[src/rtl/audio_pkg.sv]
// Shared audio-path constants and the slot-bit selection helper used by the
// I2S serializer.
package audio_pkg;

   localparam int AUDIO_SAMPLE_W = 16;
   localparam int I2S_SLOT_BITS  = 32;
   localparam int I2S_FRAME_BITS = 64;
   localparam int I2S_BITPOS_W   = 6;

   localparam int SLOT_W    = $clog2(I2S_SLOT_BITS);
   localparam int SMP_IDX_W = $clog2(AUDIO_SAMPLE_W);

   typedef logic [AUDIO_SAMPLE_W-1:0] sample_t;

   // Bit carried at slot position s when the MSB sits at slot position 'first'.
   // Positions before the MSB wrap to large k and fall outside the sample, so
   // both the leading pad bit and the trailing pad bits come out as 0.
   function automatic logic slot_bit(input sample_t smp,
                                     input logic [SLOT_W-1:0] s,
                                     input logic [SLOT_W-1:0] first);
      logic [SLOT_W-1:0] k;
      k = s - first;
      if (k < SLOT_W'(AUDIO_SAMPLE_W))
         return smp[SMP_IDX_W'(AUDIO_SAMPLE_W-1) - k[SMP_IDX_W-1:0]];
      else
         return 1'b0;
   endfunction

endpackage

[src/rtl/i2s_clkgen.sv]
// Frame timing for the I2S transmitter: divider, BCK phase and bit position.
// Produces the registered bit clock and frame tick, plus next-cycle position
// strobes so the data path can register its outputs on the same edge.
module i2s_clkgen
   import audio_pkg::*;
#(
   parameter int BCK_DIV = 4
) (
   input  logic                    clk,
   input  logic                    rst,
   input  logic                    enable,
   output logic                    i2s_bck,
   output logic                    next_sample,
   output logic                    bit_start,
   output logic                    frame_last,
   output logic [I2S_BITPOS_W-1:0] bitpos_nxt
);

   localparam int DIV_W = $clog2(BCK_DIV);
   localparam logic [DIV_W-1:0]        DIV_LAST = DIV_W'(BCK_DIV - 1);
   localparam logic [I2S_BITPOS_W-1:0] POS_LAST = I2S_BITPOS_W'(I2S_FRAME_BITS - 1);

   logic                    run;
   logic [DIV_W-1:0]        div, div_nxt;
   logic                    half, half_nxt;
   logic [I2S_BITPOS_W-1:0] bitpos;
   logic                    div_wrap;

   assign div_wrap = (div == DIV_LAST);

   // Next position: advance while running, otherwise park at frame start so
   // the first enabled cycle is position 0.
   always_comb begin
      div_nxt    = '0;
      half_nxt   = 1'b0;
      bitpos_nxt = '0;
      if (enable && run) begin
         div_nxt    = div_wrap ? '0 : div + 1'b1;
         half_nxt   = div_wrap ? ~half : half;
         bitpos_nxt = (div_wrap && half) ? bitpos + 1'b1 : bitpos;
      end
      frame_last = enable && run && div_wrap && half && (bitpos == POS_LAST);
      bit_start  = enable && (div_nxt == '0) && !half_nxt;
   end

   // Position counters and registered pin-side strobes.
   always_ff @(posedge clk or posedge rst) begin
      if (rst) begin
         run         <= 1'b0;
         div         <= '0;
         half        <= 1'b0;
         bitpos      <= '0;
         i2s_bck     <= 1'b0;
         next_sample <= 1'b0;
      end else begin
         run         <= enable;
         div         <= div_nxt;
         half        <= half_nxt;
         bitpos      <= bitpos_nxt;
         i2s_bck     <= half_nxt;
         next_sample <= bit_start && (bitpos_nxt == '0);
      end
   end

endmodule

[src/rtl/i2s_tx.sv]
// I2S stereo serializer: 64 BCK per frame, 16-bit samples in 32-bit slots.
// Build option I2S_TX_LJ_EN selects left-justified framing (MSB at slot bit
// 0); otherwise Philips I2S framing (MSB one bit after the LRCK edge).
module i2s_tx
   import audio_pkg::*;
#(
   parameter int BCK_DIV = 4
) (
   input  logic                      clk,
   input  logic                      rst,
   input  logic                      enable,
   input  logic [AUDIO_SAMPLE_W-1:0] left_audio,
   input  logic [AUDIO_SAMPLE_W-1:0] right_audio,
   output logic                      next_sample,
   output logic                      i2s_bck,
   output logic                      i2s_lrck,
   output logic                      i2s_data
);

`ifdef I2S_TX_LJ_EN
   localparam logic [SLOT_W-1:0] MSB_SLOT = SLOT_W'(0);
`else
   localparam logic [SLOT_W-1:0] MSB_SLOT = SLOT_W'(1);
`endif

   sample_t                 sr_left, sr_right, left_nxt, right_nxt;
   logic                    bit_start, frame_last, data_nxt;
   logic [I2S_BITPOS_W-1:0] bitpos_nxt;

   i2s_clkgen #(.BCK_DIV(BCK_DIV)) u_clkgen (
      .clk         (clk),
      .rst         (rst),
      .enable      (enable),
      .i2s_bck     (i2s_bck),
      .next_sample (next_sample),
      .bit_start   (bit_start),
      .frame_last  (frame_last),
      .bitpos_nxt  (bitpos_nxt)
   );

   // Samples are taken only on the frame-closing edge; the outgoing bit is
   // chosen from the post-capture value so the MSB can land on bit 0 of the
   // new frame in left-justified mode.
   always_comb begin
      left_nxt  = frame_last ? left_audio  : sr_left;
      right_nxt = frame_last ? right_audio : sr_right;
      data_nxt  = slot_bit(bitpos_nxt[I2S_BITPOS_W-1] ? right_nxt : left_nxt,
                           bitpos_nxt[SLOT_W-1:0], MSB_SLOT);
   end

   // Sample holding registers and pins; LRCK/data move only at bit starts.
   always_ff @(posedge clk or posedge rst) begin
      if (rst) begin
         sr_left  <= '0;
         sr_right <= '0;
         i2s_lrck <= 1'b0;
         i2s_data <= 1'b0;
      end else if (!enable) begin
         sr_left  <= '0;
         sr_right <= '0;
         i2s_lrck <= 1'b0;
         i2s_data <= 1'b0;
      end else begin
         sr_left  <= left_nxt;
         sr_right <= right_nxt;
         if (bit_start) begin
            i2s_lrck <= bitpos_nxt[I2S_BITPOS_W-1];
            i2s_data <= data_nxt;
         end
      end
   end

endmodule

[config.mk]
export PLATFORM = sky130hd
export DESIGN_NAME = i2s_tx
export DESIGN_NICKNAME = d
export VERILOG_FILES = /design/src/rtl/audio_pkg.sv /design/src/rtl/i2s_clkgen.sv /design/src/rtl/i2s_tx.sv
export SDC_FILE = /design/constraint.sdc
export NUM_CORES = 1
export LEC_CHECK = 0
export CORE_ASPECT_RATIO = 2
export CORE_MARGIN = 2
export CORE_UTILIZATION = 65
export CTS_BUF_LIST = sky130_fd_sc_hd__clkbuf_4
export CTS_CLUSTER_DIAMETER = 150
export CTS_CLUSTER_SIZE = 25
export DETAILED_ROUTE_END_ITERATION = 8
export DONT_BUFFER_PORTS = 1
export GPL_TIMING_DRIVEN = 0
export PLACE_DENSITY = 0.83
export SLEW_MARGIN = 10
export SYNTH_ARGS = -nofsm -noshare
export SYNTH_HDL_FRONTEND = slang
export SYNTH_SLANG_ARGS = --single-unit
[constraint.sdc]
create_clock -name clk -period 8.2 [get_ports clk]
set_input_delay 1.64 -clock clk [delete_from_list [all_inputs] [get_ports clk]]
set_output_delay 1.64 -clock clk [all_outputs]
set_load 0.01 [all_outputs]
-- Yosys cells after proc, flatten, opt, wreduce, memory -nomap -nowiden
Index checks and enable logic that the tools add are counted.
- add/sub/neg operators: 4
- $lt $le $gt $ge: 2
- eq/ne operators: 3
- mux-type cells: 18
- bitwise gates (word level): 1
- reductions and logical operators: 11
- operator list (operator ; count):
    16-bit two-way mux ; 5
    6-bit two-way mux ; 2
    1-bit logical AND ; 8
    1-bit two-way mux ; 8
    6-bit by 1-bit adder with 6-bit output, second input constant ; 1
    6-bit == test, second input constant ; 1
    6-bit logical NOT ; 1
    4-bit by 5-bit less-than comparator with 1-bit output, second input constant ; 1
    5-bit less-than comparator, second input constant ; 1
    5-bit by 1-bit subtractor with 5-bit output, second input constant ; 1
    1-bit binary-select mux with 4-bit select ; 1
    2-bit two-way mux ; 2
    4-bit subtractor, first input constant ; 1
    2-bit by 1-bit adder with 2-bit output, second input constant ; 1
    2-bit == test, second input constant ; 1
    2-bit logical NOT ; 1
    2-bit by 1-bit inequality test with 1-bit output, second input constant ; 1
    1-bit logical NOT ; 1
    1-bit NOT ; 1
- flip-flop bits (word level): 45
- input port bits: 35
- output and inout bits: 4
- logic and storage cells: 48

-- Logic depth before layout (Yosys ltp)
Gate-level depths: netlist (run 1).
- depth after elaboration: 11
- depth in mapped cells: 13
- gate-level depth less buffers: 12

-- Cells and area by module
From an unflattened synthesis (run 1), not the netlist that was laid out.
- cell total of the unflattened synthesis: 214
- area, all modules: 2596.2 µm²
- modules (own cells, without submodules) (module ; instances ; cells each ; area each (µm²) ; sequential area each (µm²)):
    i2s_tx ; 1 ; 166 ; 2075.7 ; 850.8
    i2s_clkgen ; 1 ; 48 ; 520.5 ; 275.3

-- Worst setup path after synthesis (run 1)
No wires, ideal clock.
- kind: input -> register
- from: input enable
- to: register i2s_data
- library setup time: 0.087 ns
- data arrival time: 3.659 ns
- required time: 8.113 ns
- path slack: 4.455 ns
- stages: 12
- path buffers: 2
- path through: and2_1 clkbuf_1 nand2_1 ha_1 clkbuf_1 nand2b_1 mux2i_1 a2111oi_0 o2111ai_1 a22oi_1 o41ai_2 o211ai_1
- word-level cells in the longest chain between the ends: 11
- elaborated cells between the ends (all ways): 23
- those cells by class: add/sub: 2; order compare: 1; eq/ne: 1; mux: 11; reduce/logical: 8
- ends and longest elaborated chain (item ; RTL line ; source):
    from (decl) ; i2s_tx.sv:11 ; input logic enable,
    branches (longest 11 deep; another with 5-bit by 1-bit subtractor with 5-bit output) ; - ;
    to (signal assigned) ; i2s_tx.sv:68 ; i2s_data <= data_nxt;
    to (decl) ; i2s_tx.sv:17 ; output logic i2s_data
Several ways; the timed one is not identified. The select of a mux whose other input is x is not followed.
A chain may end at the register's enable or synchronous reset.

-- Final worst setup path (run 1)
Same ends and word-level chain as after synthesis.

==> run metrics, run 1 <==
Netlist cell types=53; hpwl dp=between 4000 and 5000 um; Port Buffers=0; crit path kind=primary input to register; DRC viols=0; Post-synth ARST share=100%; Reg area=around 0.0011 mm2; CP dominant cell by count=clkbuf_1; worst skew pair latency=0.38 ns; Cells after DPL=~310; first-pass GRT wire length=a little over 10,000 um; clock transition at the registers of the reported paths=between 0.1 and 0.15 ns; layout cells sized above 1=11.2%; register bit total from synthesis=45; CTS Sinks=45; initial antenna violation count=0; dpl cell area=0.00265 mm2; Final Hold Viols=0; CP Cell Sequence=and2_1 -> clkbuf_1 -> nand2_1 -> ha_1 -> clkbuf_1 -> nand2b_1 -> mux2i_1 -> a2111oi_0 -> o2111ai_1 -> a22oi_1 -> o41ai_2 -> o211ai_1; Final Non-Filler Cells=320; worst min path class=register to register; Fin Hold WS=roughly 0.49 ns; final setup TNS=0 ns; final slew viol count=0; die area=0.00448 mm2; CTS Buffer Depth=2; Setup-failing EPs final=0; H-tree depth=2; sequential-to-total area share from yosys stat=44.0%; hold_buf cts=0; fmax=0.254 GHz; Max-Cap Viols=0; synth warn=0; CTS buffer count=5; slew margin rel.=58.6%; syn_nets=299; Resize count post-CTS=0; Via density=approximately 6.3; total of fill cells in the finished design=316; I/O pins=39; Mean Syn Cell Area=9.84 um2; largest net degree at the start of global routing=24; Arr. time, crit path=4.23 ns; leakage power figure=approximately 1.2 nW; final instance area=around 0.0027 mm2; number of synthesized flops with an enable pin=0; GRT Util Overall=just under 30%; die height=92.7 um; VDD IR max=around 0.13 mV; gpl congestion=0.932; CORE AREA=0.00380 mm2; critical path data required time=8.49 ns; peak fanout along the critical path=10; mapped cell area=0.00256 mm2; Site Rows=32; clock root cell=clkbuf_4; nets@finish=307; multi-input logic area=0.00133 mm2; post-route ant nets=0; largest stage delay on the critical path=0.58 ns; final core occ=71.7%; TritonRoute pass-1 iters=4; grt total ovfl=0; RSZ-0062 raised after global routing=false; via count=2,015; worst slew pin tran=0.605 ns; diodes inserted=0; Worst Skew=~0.015 ns; fin crit period=3.94 ns; vias in the first global route=between 2,000 and 2,500; Area growth syn-to-layout=6.65%; pwr dens=between 100 and 150 mW/mm2; post-synthesis cell count=between 200 and 300; status=finished, final reports clean; Iter 0 DRT Violations=58; DRT Wirelength=~6000 um; Worst setup SP type=primary input; Slowest-stage cell, CP=a2111oi_0; Die Wd=48.4 um; Critical Path Sink Type=register; wire per inst=around 19 um; Post-synth top flop=dfrtp_1; Post-CTS Setup Repair Bufs=0; CTS tree=built; crit share post-route=a little under 50%; starting density of the core=~67%
## path summary, 6_finish.rpt
kind	start	endpoint	slack [ns]	depth (start not counted)
worst max-delay path	enable	i2s_data$_DFFE_PP0P_	4.26	12
worst min-delay path	u_clkgen.div[0]$_DFF_PP0_	u_clkgen.div[0]$_DFF_PP0_	0.49	1
worst max register to register	u_clkgen.div[0]$_DFF_PP0_	i2s_data$_DFFE_PP0P_	4.57	13
worst min register to register	u_clkgen.div[0]$_DFF_PP0_	u_clkgen.div[0]$_DFF_PP0_	0.49	1
max in group asynchronous	rst	u_clkgen.next_sample$_DFF_PP0_	6.56	2
min in group asynchronous	rst	sr_right[10]$_DFF_PP0_	1.14	1
## where the power goes
part	leakage (nW)	internal, W	switching, W
clock	0.0389	0.0000631	0.0000747
sequential	0.624	0.000223	0.00000111
combinational	0.515	0.00000526	0.0000105
## layout by cell type, fill, tap and decap left out, types with 3 or more instances in the layout
cell type | Yosys | layout
clkbuf_4 | 0 | 5
nand4_1 | 4 | 4
mux2_2 | 6 | 6
nor2_1 | 12 | 12
dfrtp_1 | 45 | 45
a211oi_1 | 5 | 5
nand3_1 | 7 | 7
mux2_1 | 4 | 4
mux2i_1 | 13 | 13
nand2_1 | 36 | 36
xor2_1 | 4 | 4
ha_1 | 4 | 4
a21oi_1 | 3 | 3
o21ai_0 | 4 | 4
clkbuf_1 | 10 | 10
inv_1 | 6 | 5
nor4_1 | 5 | 5
nor2b_1 | 14 | 14
and3_1 | 6 | 6
nor3_1 | 3 | 3
or3_1 | 3 | 3
a21boi_0 | 12 | 12
o211ai_1 | 5 | 5
and2_1 | 9 | 9
## cell type report
cell class | instances | area share [%]
Buffer | 15 | 2.84
Clock buffer | 5 | 1.38
Clock inverter | 3 | 1.51
Inverter | 6 | 0.825
Multi-Input combinational cell | 194 | 48.8
Sequential cell | 45 | 41.3
Tap cell | 51 | 2.34
Timing Repair Buffer | 1 | 1.01
## metal layers
| layer | vias up | part of all wire (%) | global-route usage (%) |
|---|---|---|---|
| met5 | - | 0 | 0 |
| li1 | 950 | - | - |
| met3 | 23 | 4.7 | 3.23 |
| met2 | 75 | 55 | 56.6 |
| met4 | 0 | 4.1 | 16.2 |
| met1 | 967 | 36 | 29.8 |
## worst max-delay path: cells and delay by family
kind | cells | cell delay, ns
AOI/OAI and AO/OA | 5 | 1.26
adders and majority gates | 1 | 0.24
buffers and inverters | 2 | 0.54
muxes | 1 | 0.09
and+or+nand+nor | 3 | 0.45
## synth_stat cells, types with 2 or more instances
library cell  count  area share (%)
a2111oi_0         2            0.68
a211o_1           2            0.68
a211oi_1          5             1.5
a21boi_0         12             3.5
a21oi_1           3            0.59
a221o_1           2            0.78
and2_1            9             2.2
and3_1            6             1.5
buf_2             2            0.39
buf_6             2            0.88
clkbuf_1         10             1.5
dfrtp_1          45              44
ha_1              4             2.0
inv_1             6            0.88
mux2_1            4             1.8
mux2_2            6             2.6
mux2i_1          13             5.1
nand2_1          36             5.3
nand2b_1          2            0.49
nand3_1           7             1.4
nand4_1           4            0.98
nor2_1           12             1.8
nor2b_1          14             3.4
nor3_1            3            0.59
nor4_1            5             1.2
o211ai_1          5             1.5
o21a_1            2            0.59
o21ai_0           4            0.78
o22ai_1           2            0.49
o32ai_1           2            0.68
or3_1             3            0.73
xnor2_1           2            0.68
xor2_1            4             1.4
## kinds of logic after synthesis
logic type	count (synthesis)	synth area share [%]
XOR/XNOR	6	2.05
AND/OR/NAND/NOR	108	22.1
flip-flops	45	44.0
buffers and inverters	21	3.91
AO/OA/AOI/OAI	53	16.5
adder cells (fa/ha/maj)	4	1.96
multiplexers	23	9.49
## stage by stage
| step | total power (W) | worst slack (ns) |
|---|---|---|
| final | 0.000378 | 4.26 |
| after global routing | 0.000391 | 4.08 |
| after CTS | 0.000379 | 4.36 |
| after detailed placement | 0.000244 | 3.99 |
| after global placement | 0.000242 | 4.03 |
| after floorplan | 0.000239 | 4.45 |
## registers in the layout (all words and copies together) (netlist names)
register	flops
u_clkgen.div	2
i2s_data	1
sr_left	16
i2s_lrck	1
u_clkgen.next_sample	1
u_clkgen.bitpos	6
u_clkgen.run	1
u_clkgen.i2s_bck	1
sr_right	16
Power figures use the tool's default switching activity.
==> run 2: changes to the inputs <==
Settings changed: CORE_UTILIZATION 65 to 59, PLACE_DENSITY 0.83 to 0.8.
Clock period 8.2 ns to 3.3 ns, I/O delays scaled along.
==> run 2 against run 1 <==
Wire length fell by 0.27%. Global-route usage is 2.8 points lower. Worst setup slack got worse by 4.0 ns. Critical path depth is the same. Largest power group unchanged. Core utilization is 4.5 points lower. Non-clock buffer count is 1 lower. Clock power increased to 3.1 times the previous value. Sequential share of layout area is 0.69 points lower.
==> run metrics, run 2 (synthesis gave the netlist of run 1 again) <==
leakage power figure=1.19 nW (+0.78%); Via density=6.20 (-1.5%); crit path kind=register to register; CTS buffer count=5 (unchanged); Setup-failing EPs final=0 (unchanged); fmax=between 0.3 and 0.4 GHz; layout cells sized above 1=13.8% (+2.7 points); DRC viols=0 (unchanged); final slew viol count=0 (unchanged); peak fanout along the critical path=10 (unchanged); worst min path class=primary input to async pin; Worst setup SP type=register; starting density of the core=62.0% (-5.3 points); post-route ant nets=0 (unchanged); grt total ovfl=0 (unchanged); vias in the first global route=2,028 (-6.0%); Final Non-Filler Cells=320 (unchanged); largest net degree at the start of global routing=30 (+25%); clock transition at the registers of the reported paths=0.14 ns (about the same); most common cell after layout, fill and taps aside=dfrtp_1; Final Hold Viols=0 (unchanged); Slowest-stage cell, CP=dfrtp_1; VDD IR max=0.553 mV (+320%); Iter 0 DRT Violations=58 (unchanged); H-tree depth=2 (unchanged); Area growth syn-to-layout=8.46%; CTS tree=built; gpl congestion=0.924 (-0.89%); WP buf/inv=0 (-2); final instance area=0.00278 mm2 (+1.7%); RSZ-0062 raised after global routing=false; die height=97.1 um (+4.7%); Cells after DPL=313 (+0.32%); TritonRoute pass-1 iters=4 (unchanged); commonest cells after routing, fill and taps aside=45 x dfrtp_1, 36 x nand2_1, 14 x nor2b_1; Die Wd=50.6 um (+4.5%); crit share post-route=92.5%; initial antenna violation count=0 (unchanged); hold_buf cts=0 (unchanged); CORE AREA=0.00413 mm2 (+8.6%); die area=0.00491 mm2 (+9.5%); hpwl dp=4660 um (+0.22%); worst skew pair latency=0.37 ns (about the same); I/O pins=39 (unchanged); Reg2Reg Setup Slack=0.25 ns (-4.32 ns); GRT Util Overall=26.5% (-2.8 points); Post-CTS Setup Repair Bufs=0 (unchanged); diodes inserted=0 (unchanged); worst slew pin tran=0.617 ns (+0.0126 ns); CP Cell Sequence=ha_1 -> ha_2 -> xor2_2 -> nand2_1 -> ha_2 -> nand2b_1 -> mux2i_1 -> a211oi_2 -> o211ai_1 -> a211oi_1 -> o41ai_2 -> o211ai_1; Site Rows=33 (+3.1%); Largest delay share family, worst path=compound AO/OA/AOI/OAI gates; pwr dens=368 mW/mm2 (+170%); critical path data required time=3.61 ns (-4.88 ns); dpl cell area=0.00264 mm2 (-0.24%); Port Buffers=0 (unchanged); CTS Sinks=45 (unchanged); status=finished, final reports clean; first-pass GRT wire length=9720 um (-3.7%); leading registers by flop count=sr_left x16, sr_right x16, u_clkgen.bitpos x6; largest stage delay on the critical path=0.39 ns (-0.19 ns); CTS Buffer Depth=2 (unchanged); slew margin rel.=58.3% (-0.32 points); Arr. time, crit path=3.36 ns (-0.87 ns); Max-Cap Viols=0 (unchanged); fin crit period=3.05 ns; DRT Wirelength=5970 um (-0.27%); clock root cell=clkbuf_4; wire per inst=18.7 um (-0.27%); nets@finish=306 (-0.33%); Critical Path Sink Type=register; via count=1,984 (-1.5%); Worst Skew=0.0173 ns (+0.00245 ns)
==> run 2: repair_timing <==
item	in CTS	in global routing
pin swaps	0	1
gates resized for setup	5	2
gates cloned	0	0
endpoints found under the setup margin	1	1
==> run 2: per-layer routing <==
layer	global-route usage, %	part of all wire [%]	up-vias
met5	0	0	-
met4	12.9	3.9	0
met3	4.92	4.1	18
met2	49.1	56	56
met1	27.1	36	963
li1	-	-	947
==> run 2: final cells by class <==
type,instances,area [um2]
plain buffers,14,73.8
clock buffers,5,37.5
clock inverters,3,68.8
fillers,340,1350
inverters,6,22.5
multi-input cells,194,1360
flip-flops and latches,45,1130
well taps,52,65.1
repair buffers,1,20.0
==> run 2: report_power, final <==
group | switching, W | leakage (nW) | internal, W | total [W]
combinational | 0.0000258 | 0.507 | 0.0000121 | 0.0000379
sequential | 0.00000250 | 0.624 | 0.000554 | 0.000557
clock | 0.000189 | 0.0558 | 0.000238 | 0.000427
total | 0.000217 | 1.19 | 0.000805 | 0.00102
==> run 2: metrics by stage <==
step	hold WS [ns]	worst slack [ns]	util, %	total power (W)	TNS [ns]
after floorplan	0.444	0.359	-	0.000593	0
after global placement	0.462	-0.114	63.5	0.000602	-0.114
after detailed placement	0.462	-0.185	64.0	0.000605	-0.185
after CTS	0.125	0.0979	67.1	0.00103	0
after global routing	0.131	0.0195	67.2	0.00106	0
final	0.121	0.246	67.2	0.00102	0
==> run 2: worst paths after layout <==
kind | start | endpoint | cells past startpoint
worst min register to register | u_clkgen.div[0]$_DFF_PP0_ | u_clkgen.div[0]$_DFF_PP0_ | 1
worst max register to register | u_clkgen.div[0]$_DFF_PP0_ | i2s_data$_DFFE_PP0P_ | 12
min in group clk | enable | u_clkgen.run$_DFF_PP0_ | 0
worst max-delay path | u_clkgen.div[0]$_DFF_PP0_ | i2s_data$_DFFE_PP0P_ | 12
worst min-delay path | rst | sr_right[15]$_DFF_PP0_ | 1
max in group asynchronous | rst | u_clkgen.bitpos[2]$_DFF_PP0_ | 2
==> run 3: changes to the inputs <==
Settings changed: MAX_ROUTING_LAYER set to met4.
==> run 3 against run 2 <==
Sequential share of layout area up 0.33 points. Hold slack better by 0.064 ns. Total power down 7.8%. Clock-buffer cell count up 1. Final cell count unchanged. Global-route usage up 0.84 points. Critical path type unchanged. Critical endpoint unchanged. Largest cell class unchanged. Largest power group unchanged.
==> run metrics, run 3 (synthesis gave the netlist of run 1 again) <==
status=finished, final reports clean; starting density of the core=62.0% (unchanged); largest stage delay on the critical path=0.42 ns (+0.03 ns); reg2reg path depth=12 (unchanged); CTS buffer count=5 (unchanged); Iter 0 DRT Violations=76 (+31%); most common cell after layout, fill and taps aside=dfrtp_1; H-tree depth=2 (unchanged); FF-to-FF End=i2s_data$_DFFE_PP0P_; multi-input logic area=0.00136 mm2 (-0.18%); initial antenna violation count=0 (unchanged); VDD IR max=0.298 mV (-46%); GR Layer Usage met2=48.3% (-0.81 points); die area=0.00491 mm2 (unchanged); leading registers by flop count=sr_left x16, sr_right x16, u_clkgen.bitpos x6; WP buf/inv=0 (unchanged); Critical Path Sink Type=register; Slowest-stage cell, CP=dfrtp_1; Worst setup SP type=register; peak fanout along the critical path=10 (unchanged); nets@finish=306 (unchanged); total of fill cells in the finished design=333 (-2.1%); Setup-failing EPs final=0 (unchanged); Worst Skew=0.0132 ns (-0.00410 ns); GR Util met3=4.62% (-0.31 points); diodes inserted=0 (unchanged); DRT Wirelength=6000 um (+0.49%); Port Buffers=0 (unchanged); fmax=0.328 GHz (+0.29%); commonest cells after routing, fill and taps aside=45 x dfrtp_1, 36 x nand2_1, 14 x nor2b_1; final setup TNS=0 ns (unchanged); slew margin rel.=58.0% (-0.36 points); CP Cell Sequence=ha_1 -> ha_1 -> mux2_1 -> nand2_1 -> ha_2 -> nand2b_1 -> mux2i_1 -> a2111oi_2 -> o211ai_1 -> a22oi_1 -> o41ai_2 -> o211ai_1; crit share post-route=92.3% (-0.26 points); Post-CTS Setup Repair Bufs=0 (unchanged); clock transition at the registers of the reported paths=0.14 ns (about the same); vias in the first global route=2,065 (+1.8%); Top Usage Layer GRT=met2; DRC viols=0 (unchanged); Max-Cap Viols=0 (unchanged); Area growth syn-to-layout=7.58%; Via density=6.31 (+1.7%); worst skew pair latency=0.37 ns (about the same); first-pass GRT wire length=9830 um (+1.1%); via count=2,018 (+1.7%); hpwl dp=4530 um (-2.9%); Reg area=0.00113 mm2 (unchanged); worst slew pin tran=0.631 ns (+0.0132 ns); crit path kind=register to register; CORE AREA=0.00413 mm2 (unchanged); RSZ-0062 raised after global routing=false; grt total ovfl=0 (unchanged); CTS Sinks=45 (unchanged); Arr. time, crit path=3.29 ns (-0.07 ns); critical path data required time=3.54 ns (-0.07 ns); post-route ant nets=0 (unchanged); wire per inst=18.7 um (+0.49%); leakage power figure=1.18 nW (-0.48%); layout cells sized above 1=13.1% (-0.75 points); Site Rows=33 (unchanged); pre-CTS WS=-0.198 ns (-0.0135 ns); Final Hold Viols=0 (unchanged); die height=97.1 um (unchanged); CTS Buffer Depth=2 (unchanged); TritonRoute pass-1 iters=4 (unchanged); fin crit period=3.05 ns (-0.00870 ns); final slew viol count=0 (unchanged); pwr dens=342 mW/mm2 (-7.1%); Largest delay share family, worst path=compound AO/OA/AOI/OAI gates; met1 Track Usage GR=27.7% (+0.60 points); Reg2Reg Setup Slack=0.25 ns (about the same); largest net degree at the start of global routing=25 (-17%); Die Wd=50.6 um (unchanged); hold_buf cts=0 (unchanged); CTS tree=built; r2r startpoint=u_clkgen.div[0]$_DFF_PP0_; final worst slack=0.255 ns (+0.00870 ns); clock root cell=clkbuf_4; GRT Util Overall=27.4% (+0.84 points); I/O pins=39 (unchanged); worst min path class=primary input to async pin; gpl congestion=0.947 (+2.5%)
[run 3: changes by cell type in the layout (fill, tap and decap cells not counted)]
cell | previous run | this run
bufinv_16 | 2 | 1
buf_16 | 0 | 1
clkbuf_4 | 5 | 6
buf_12 | 1 | 0
ha_1 | 2 | 3
ha_2 | 2 | 1
inv_6 | 1 | 0
clkinv_1 | 0 | 1
[run 3: metal layers]
layer,share of wire (%),vias up
li1,-,943
met1,36,993
met2,56,58
met3,4.3,24
met4,3.7,0
met5,0,-
[run 3: area by class of cell]
class                           instances  area share, %
Multi-Input combinational cell        194           49.4
Sequential cell                        45           40.9
Tap cell                               52           2.36
Clock buffer                            6           1.64
Timing Repair Buffer                    1           1.00
Inverter                                6          0.818
Buffer                                 14           2.68
Clock inverter                          2           1.23
[run 3: worst max path at each step]
stage	from	endpoint	slack, ns	cells after the start
2_1_floorplan	u_clkgen.div[0]$_DFF_PP0_	i2s_data$_DFFE_PP0P_	0.36	13
3_3_place_gp	u_clkgen.div[0]$_DFF_PP0_	i2s_data$_DFFE_PP0P_	-0.12	13
3_5_place_dp	u_clkgen.div[0]$_DFF_PP0_	i2s_data$_DFFE_PP0P_	-0.20	13
4_1_cts	u_clkgen.div[0]$_DFF_PP0_	i2s_data$_DFFE_PP0P_	0.003	13
5_1_grt	u_clkgen.div[0]$_DFF_PP0_	i2s_data$_DFFE_PP0P_	0.02	12
6_report	u_clkgen.div[0]$_DFF_PP0_	i2s_data$_DFFE_PP0P_	0.25	12
[run 3: through the flow]
step / hold WS (ns) / std cells / instance area (um2) / total power, W / util, %
after floorplan: 0.444 / 260 / 2560 / 0.000593 / -
after global placement: 0.463 / 312 / 2620 / 0.000602 / 63.5
after detailed placement: 0.473 / 313 / 2650 / 0.000607 / 64.2
after CTS: 0.202 / 321 / 2750 / 0.000943 / 66.7
after global routing: 0.216 / 320 / 2750 / 0.000971 / 66.7
final: 0.185 / 320 / 2750 / 0.000942 / 66.7
[run 3: repair_timing]
action / 4_1_cts / 5_1_grt
resized for setup: 5 / 1
endpoints found under the setup margin: 1 / 1
endpoints found under the hold margin: 0 / 0
pin swaps: 1 / 1
[run 3: worst register-to-register path: cells and delay by family (launching register included)]
family,cells,cell delay (ns)
AO/OA/AOI/OAI,5,0.90
adder cells (fa/ha/maj),3,0.84
flip-flops,1,0.42
multiplexers,2,0.60
AND/OR/NAND/NOR,2,0.17
[run 3: power by group]
part	switching [W]	internal [W]	leakage (nW)	total (W)
combinational	0.0000264	0.0000130	0.514	0.0000394
clock	0.000180	0.000166	0.0433	0.000346
sequential	0.00000263	0.000554	0.624	0.000557
total	0.000209	0.000733	1.18	0.000942
